[src/rtl/fir_output_decimator.sv]
// Post-FIR output stage: drops start-up samples, decimates, rounds/saturates Q16.16
// down to OUT_WIDTH and queues kept samples in a small FWFT FIFO with valid/ready out.
module fir_output_decimator #(
    parameter int IN_INT     = 16,
    parameter int IN_FRAC    = 16,
    parameter int OUT_WIDTH  = 16,
    parameter int OUT_FRAC   = 15,
    parameter int DECIM      = 4,
    parameter int DISCARD    = 102,
    parameter int FIFO_DEPTH = 8
) (
    input  logic                          clk,
    input  logic                          rst,
    input  logic [IN_INT+IN_FRAC-1:0]     in_data,
    input  logic                          in_valid,
    output logic [OUT_WIDTH-1:0]          out_data,
    output logic                          out_valid,
    input  logic                          out_ready,
    output logic [$clog2(FIFO_DEPTH):0]   fifo_level,
    output logic                          sat_pulse,
    output logic                          drop_pulse,
    output logic                          overflow,
    input  logic                          clr_overflow
);

    localparam int IW  = IN_INT + IN_FRAC;
    localparam int S   = IN_FRAC - OUT_FRAC;
    localparam int AW  = $clog2(FIFO_DEPTH);
    localparam int DCW = (DISCARD > 1) ? $clog2(DISCARD + 1) : 1;
    localparam int PW  = (DECIM > 1) ? $clog2(DECIM) : 1;
    localparam logic [IW:0] W_HALF = (IW+1)'(1) << (S - 1);

    typedef enum logic {ST_DISCARD, ST_RUN} state_t;

    state_t           r_state;
    state_t           w_state_next;
    logic             w_run;
    logic             w_disc_inc;
    logic [DCW-1:0]   r_disc_cnt;
    logic [PW-1:0]    r_phase;
    logic             w_keep;

    // ---------------- start-up discard FSM ----------------
    always_ff @(posedge clk) begin
        if (rst) begin
            r_state <= (DISCARD == 0) ? ST_RUN : ST_DISCARD;
        end else begin
            r_state <= w_state_next;
        end
    end

    always_comb begin
        w_state_next = r_state;
        case (r_state)
            ST_DISCARD: if (in_valid && (r_disc_cnt == DCW'(DISCARD - 1))) w_state_next = ST_RUN;
            ST_RUN:     w_state_next = ST_RUN;
            default:    w_state_next = ST_DISCARD;
        endcase
    end

    always_comb begin
        w_run      = (r_state == ST_RUN);
        w_disc_inc = (r_state == ST_DISCARD) && in_valid;
    end

    always_ff @(posedge clk) begin
        if (rst) begin
            r_disc_cnt <= '0;
        end else if (w_disc_inc) begin
            r_disc_cnt <= r_disc_cnt + DCW'(1);
        end
    end

    // Phase only sees samples that survive the discard window.
    always_ff @(posedge clk) begin
        if (rst) begin
            r_phase <= '0;
        end else if (w_run && in_valid) begin
            r_phase <= (r_phase == PW'(DECIM - 1)) ? '0 : r_phase + PW'(1);
        end
    end

    assign w_keep = w_run && in_valid && (r_phase == '0);

    // ---------------- round half up, then saturate ----------------
    logic [IW:0]          w_sum;
    logic signed [IW:0]   w_shift;
    logic                 w_fits;
    logic [OUT_WIDTH-1:0] w_conv;

    always_comb begin
        w_sum   = {in_data[IW-1], in_data} + W_HALF;
        w_shift = $signed(w_sum) >>> S;
        w_fits  = (&w_shift[IW:OUT_WIDTH-1]) | ~(|w_shift[IW:OUT_WIDTH-1]);
        if (w_fits) begin
            w_conv = w_shift[OUT_WIDTH-1:0];
        end else if (w_shift[IW]) begin
            w_conv = {1'b1, {(OUT_WIDTH-1){1'b0}}};
        end else begin
            w_conv = {1'b0, {(OUT_WIDTH-1){1'b1}}};
        end
    end

    logic                 r_stg_valid;
    logic [OUT_WIDTH-1:0] r_stg_data;
    logic                 r_stg_sat;

    always_ff @(posedge clk) begin
        if (rst) begin
            r_stg_valid <= 1'b0;
            r_stg_data  <= '0;
            r_stg_sat   <= 1'b0;
        end else begin
            r_stg_valid <= w_keep;
            r_stg_data  <= w_conv;
            r_stg_sat   <= ~w_fits;
        end
    end

    // ---------------- FWFT output FIFO ----------------
    // Shallow LUT-RAM; the combinational head read is what makes it first-word-fall-through.
    logic [OUT_WIDTH-1:0] r_mem [FIFO_DEPTH];
    logic [AW-1:0]        r_wr_ptr;
    logic [AW-1:0]        r_rd_ptr;
    logic [AW:0]          r_level;
    logic                 r_overflow;
    logic                 w_full;
    logic                 w_pop;
    logic                 w_push;
    logic                 w_drop;

    always_comb begin
        w_full = (r_level == (AW+1)'(FIFO_DEPTH));
        w_pop  = out_valid && out_ready;
        w_push = r_stg_valid && (!w_full || w_pop);
        w_drop = r_stg_valid && w_full && !w_pop;
    end

    always_ff @(posedge clk) begin
        if (!rst && w_push) begin
            r_mem[r_wr_ptr] <= r_stg_data;
        end
    end

    always_ff @(posedge clk) begin
        if (rst) begin
            r_wr_ptr   <= '0;
            r_rd_ptr   <= '0;
            r_level    <= '0;
            r_overflow <= 1'b0;
        end else begin
            if (w_push) r_wr_ptr <= r_wr_ptr + AW'(1);
            if (w_pop)  r_rd_ptr <= r_rd_ptr + AW'(1);
            case ({w_push, w_pop})
                2'b10:   r_level <= r_level + (AW+1)'(1);
                2'b01:   r_level <= r_level - (AW+1)'(1);
                default: r_level <= r_level;
            endcase
            // A drop in the same cycle as a clear keeps the flag set.
            if (w_drop)            r_overflow <= 1'b1;
            else if (clr_overflow) r_overflow <= 1'b0;
        end
    end

    assign out_valid  = (r_level != '0);
    assign out_data   = out_valid ? r_mem[r_rd_ptr] : '0;
    assign fifo_level = r_level;
    assign sat_pulse  = r_stg_valid && r_stg_sat;
    assign drop_pulse = w_drop;
    assign overflow   = r_overflow;

endmodule
[config.mk]
export PLATFORM = sky130hd
export DESIGN_NAME = fir_output_decimator
export DESIGN_NICKNAME = d
export VERILOG_FILES = /design/src/rtl/fir_output_decimator.sv
export SDC_FILE = /design/constraint.sdc
export NUM_CORES = 1
export LEC_CHECK = 0
export CAP_MARGIN = 5
export CORE_UTILIZATION = 60
export CTS_BUF_LIST = sky130_fd_sc_hd__clkbuf_4 sky130_fd_sc_hd__clkbuf_8
export CTS_CLUSTER_DIAMETER = 60
export DETAILED_ROUTE_END_ITERATION = 8
export PLACE_DENSITY = 0.82
export SYNTH_ARGS = -nofsm -noshare
export SYNTH_HDL_FRONTEND = slang
export SYNTH_SLANG_ARGS = --single-unit
[constraint.sdc]
create_clock -name clk -period 9.4 [get_ports clk]
set_input_delay 1.41 -clock clk [delete_from_list [all_inputs] [get_ports clk]]
set_output_delay 1.41 -clock clk [all_outputs]
set_load 0.01 [all_outputs]
==> metrics.md <==
| Metric | Value |
|---|---|
| Cell Area, Synth | `roughly 7600 µm²` |
| Cell-by-cell listing of the critical path | `clkdlybuf4s50_1 > nand3b_1 > nor2_1 > clkdlybuf4s50_1` |
| Diode count | `0` |
| CTS tree | `done` |
| Worst-path fanout max | `6` |
| DR vias | `roughly 4900` |
| Cell count after synthesis | `approximately 560` |
| Number of remaining DRC errors | `0` |
| Most used DFF post-synth | `edfxtp_1` |
| FFs w/ async S/R, synth | `0%` |
| Width of the die | `around 110 µm` |
| Post-Place Cells | `roughly 760` |
| Boundary pin count | `61` |
| DP Wirelength | `9.94 mm` |
| Cts bufs inserted | `17` |
| First-pass GRT wire length | `roughly 24 mm` |
| GRT Util Overall | `roughly a quarter` |
| NumNets Final | `660` |
| Peak Freq | `between 200 and 250 MHz` |
| Worst Setup Start Kind | `primary input` |
| Detailed Route Iter0 Violations | `417` |
| Most frequent cells in the layout | `128 x edfxtp_1, 59 x clkdlybuf4s50_1, 56 x nor2_1, 40 x dfxtp_1, 36 x nand3_1` |
| Vias in the first global route | `between 4000 and 5000` |
| Worst VDD drop | `0.0698 mV` |
| Initial antenna violation count | `0` |
| Req. time, crit path | `7.99 ns` |
| Final Hold Vio Count | `0` |
| Crit path largest cell delay | `between 0.5 and 0.6 ns` |
| Syn. warnings | `0` |
| Hold Crit Class | `flop to flop` |
| Slew @ Worst Pin | `1.14 ns` |
| Sink Count | `170` |
| Fin crit share | `a little under half` |
| Largest net degree at the start of global routing | `between 50 and 60` |
| Clock buffer depth | `2` |
| Final TNS setup | `0 ns` |
| First-pass detailed-route iteration total | `4` |
| Post-CTS setup repair buffer count | `0` |
| Die height | `around 110 µm` |
| CP endpoint kind | `output pin` |
| Clock Root Buffer | `clkbuf_8` |
| RSZ-0062 raised after global routing | `no` |
| Synth top area cells | `edfxtp_1 50%, dfxtp_1 11%, mux4_2 9.4%, nor2_1 2.8%, nand3_1 2.4%` |
| End-of-flow core utilization | `72.0%` |
| Later-pin clock latency in the skew report | `0.46 ns` |
| Relative slew slack | `between 20% and 30%` |
| Crit path max-delay cell type | `clkdlybuf4s50_1` |
| Crit Path Category | `primary input to output pin` |
| Buffers added on ports | `60` |
| Cell Pwr Density | `155 nW/µm²` |
| Resized cells post-CTS | `0` |
| RD Place Congestion | `approximately 0.99` |
| # hold bufs at CTS | `0` |
| Most numerous cell on the critical path | `clkdlybuf4s50_1` |
| Core area | `approximately 12000 µm²` |
| Via density | `6.13` |
| Syn_nets | `slightly above 600` |
| Synth top area share | `approximately half` |
| # setup viols final | `0` |
| Post-route ant nets | `0` |
| Total wire length | `approximately 15 mm` |
| Most common cell after layout, fill and taps aside | `edfxtp_1` |
| Clk_skew | `roughly 0.013 ns` |
| Slew Viols, Final | `0` |
| Reg clk slew, reported paths | `about 0.08 ns` |
| Sequential area share after synthesis | `around three fifths` |
| Final Non-Filler Cells | `794` |
| Post-synth EDFFs | `~130` |
| # rows | `40` |
| H-tree depth | `4` |
| Area leader, netlist | `edfxtp_1` |
| WP data arrival | `about 2.8 ns` |
| Status | `finished, final reports clean` |
| Layout cells sized above 1 | `15.5%` |
| Starting Density | `between 60% and 70%` |
| Die area | `approximately 13000 µm²` |
| Yosys cell types | `between 60 and 70` |
| Synthesized area per cell | `13.7 µm²` |
| DR WL/cell | `18.8 µm` |
| Number of synthesized register bits | `170` |
| Area grow syn2layout | `15.1%` |
| Min Tclk post-route | `around 4.3 ns` |
| Max-cap violations | `0` |
| LEAKAGE | `0.00285 µW` |
| Gr ovfl total | `0` |
[report_power, final]
group	switching (µW)	total (µW)	internal (µW)
clock network	252	476	224
logic	33.5	60.2	26.7
registers	12.4	828	815
[layout make-up]
cell class,instances,area (µm²)
flip-flops and latches,170,4690
clock inverters,12,118
repair buffers,68,656
well taps,168,210
fillers,840,3420
clock buffers,20,263
inverters,12,45.0
multi-input cells,344,2810
[state kept, by name, indices dropped and copies added (netlist names), named ones only]
register and cells:
r_state 1, r_stg_sat 1, r_rd_ptr 3, r_stg_data 16
fifo_level 4, overflow 1, r_phase 2, r_stg_valid 1
r_disc_cnt 7, r_mem 128, r_wr_ptr 3
[worst paths after layout]
kind                                              endpoint  slack (ns)  depth (start not counted)                       start
worst min-delay path                                  flop        0.48                          2    r_rd_ptr[1]$_SDFFE_PP0N_
worst min register to register                        flop        0.48                          2    r_rd_ptr[1]$_SDFFE_PP0N_
worst max-delay path                            drop_pulse        5.15                          4                   out_ready
worst max register to register  fifo_level[2]$_SDFFE_PP0P_        6.62                         12  fifo_level[1]$_SDFFE_PP0P_
[metrics by stage]
stage / total power, µW / instance area (µm²) / hold slack [ns] / setup slack (ns)
4_1_cts: 1370 / 8790 / 0.485 / 5.14
3_5_place_dp: 904 / 8410 / 0.473 / 4.80
5_1_grt: 1410 / 8790 / 0.522 / 5.03
6_report: 1360 / 8790 / 0.483 / 5.15
2_1_floorplan: 873 / 7640 / 0.453 / 5.38
3_3_place_gp: 902 / 8410 / 0.459 / 4.91
[worst max-delay path: cells and delay by family]
family | cells | cell delay [ns]
simple gates | 2 | 0.43
buf+inv | 2 | 1.01
[synthesized netlist by cell type, types with 2 or more instances]
master	count
inv_1	12
a21oi_1	10
and3_1	4
nor3b_1	4
a211oi_1	2
buf_1	4
o311ai_0	6
clkbuf_1	14
o221ai_1	2
o311ai_1	3
or3_1	5
buf_4	3
buf_6	3
mux4_2	32
nand4_1	16
nor3_1	18
nand3_1	36
o21ai_0	5
nand3b_1	2
xnor2_1	13
nor4_1	11
and4_1	4
nand2_1	29
xor2_1	19
nor2_1	57
nor4_2	2
mux2i_1	17
buf_2	5
a31oi_1	2
ha_1	10
o41ai_1	2
and2_1	2
nor2b_1	2
nand4b_1	3
dfxtp_1	42
edfxtp_1	128
o21a_1	2
[routing by layer]
metal | wire [µm] | vias to the layer above | global-route usage (%)
met4 | 261 | 0 | 9.44
li1 | - | 2264 | -
met2 | 7500 | 186 | 40.7
met5 | 0 | - | 0
met3 | 856 | 20 | 5.48
met1 | 6290 | 2396 | 31.8
[logic make-up (layout without fill, tap and decap cells)]
group / after synthesis / count (layout) / share of synthesized area [%]
buffers and inverters: 43 / 112 / 2.82
adder cells (fa/ha/maj): 10 / 10 / 1.64
AO/OA/AOI/OAI: 46 / 46 / 4.59
flip-flops: 170 / 170 / 61.3
XOR/XNOR: 32 / 32 / 3.67
multiplexers: 50 / 50 / 11.8
AND/OR/NAND/NOR: 206 / 206 / 14.2
Note: power is estimated with default switching activity, not from simulation.
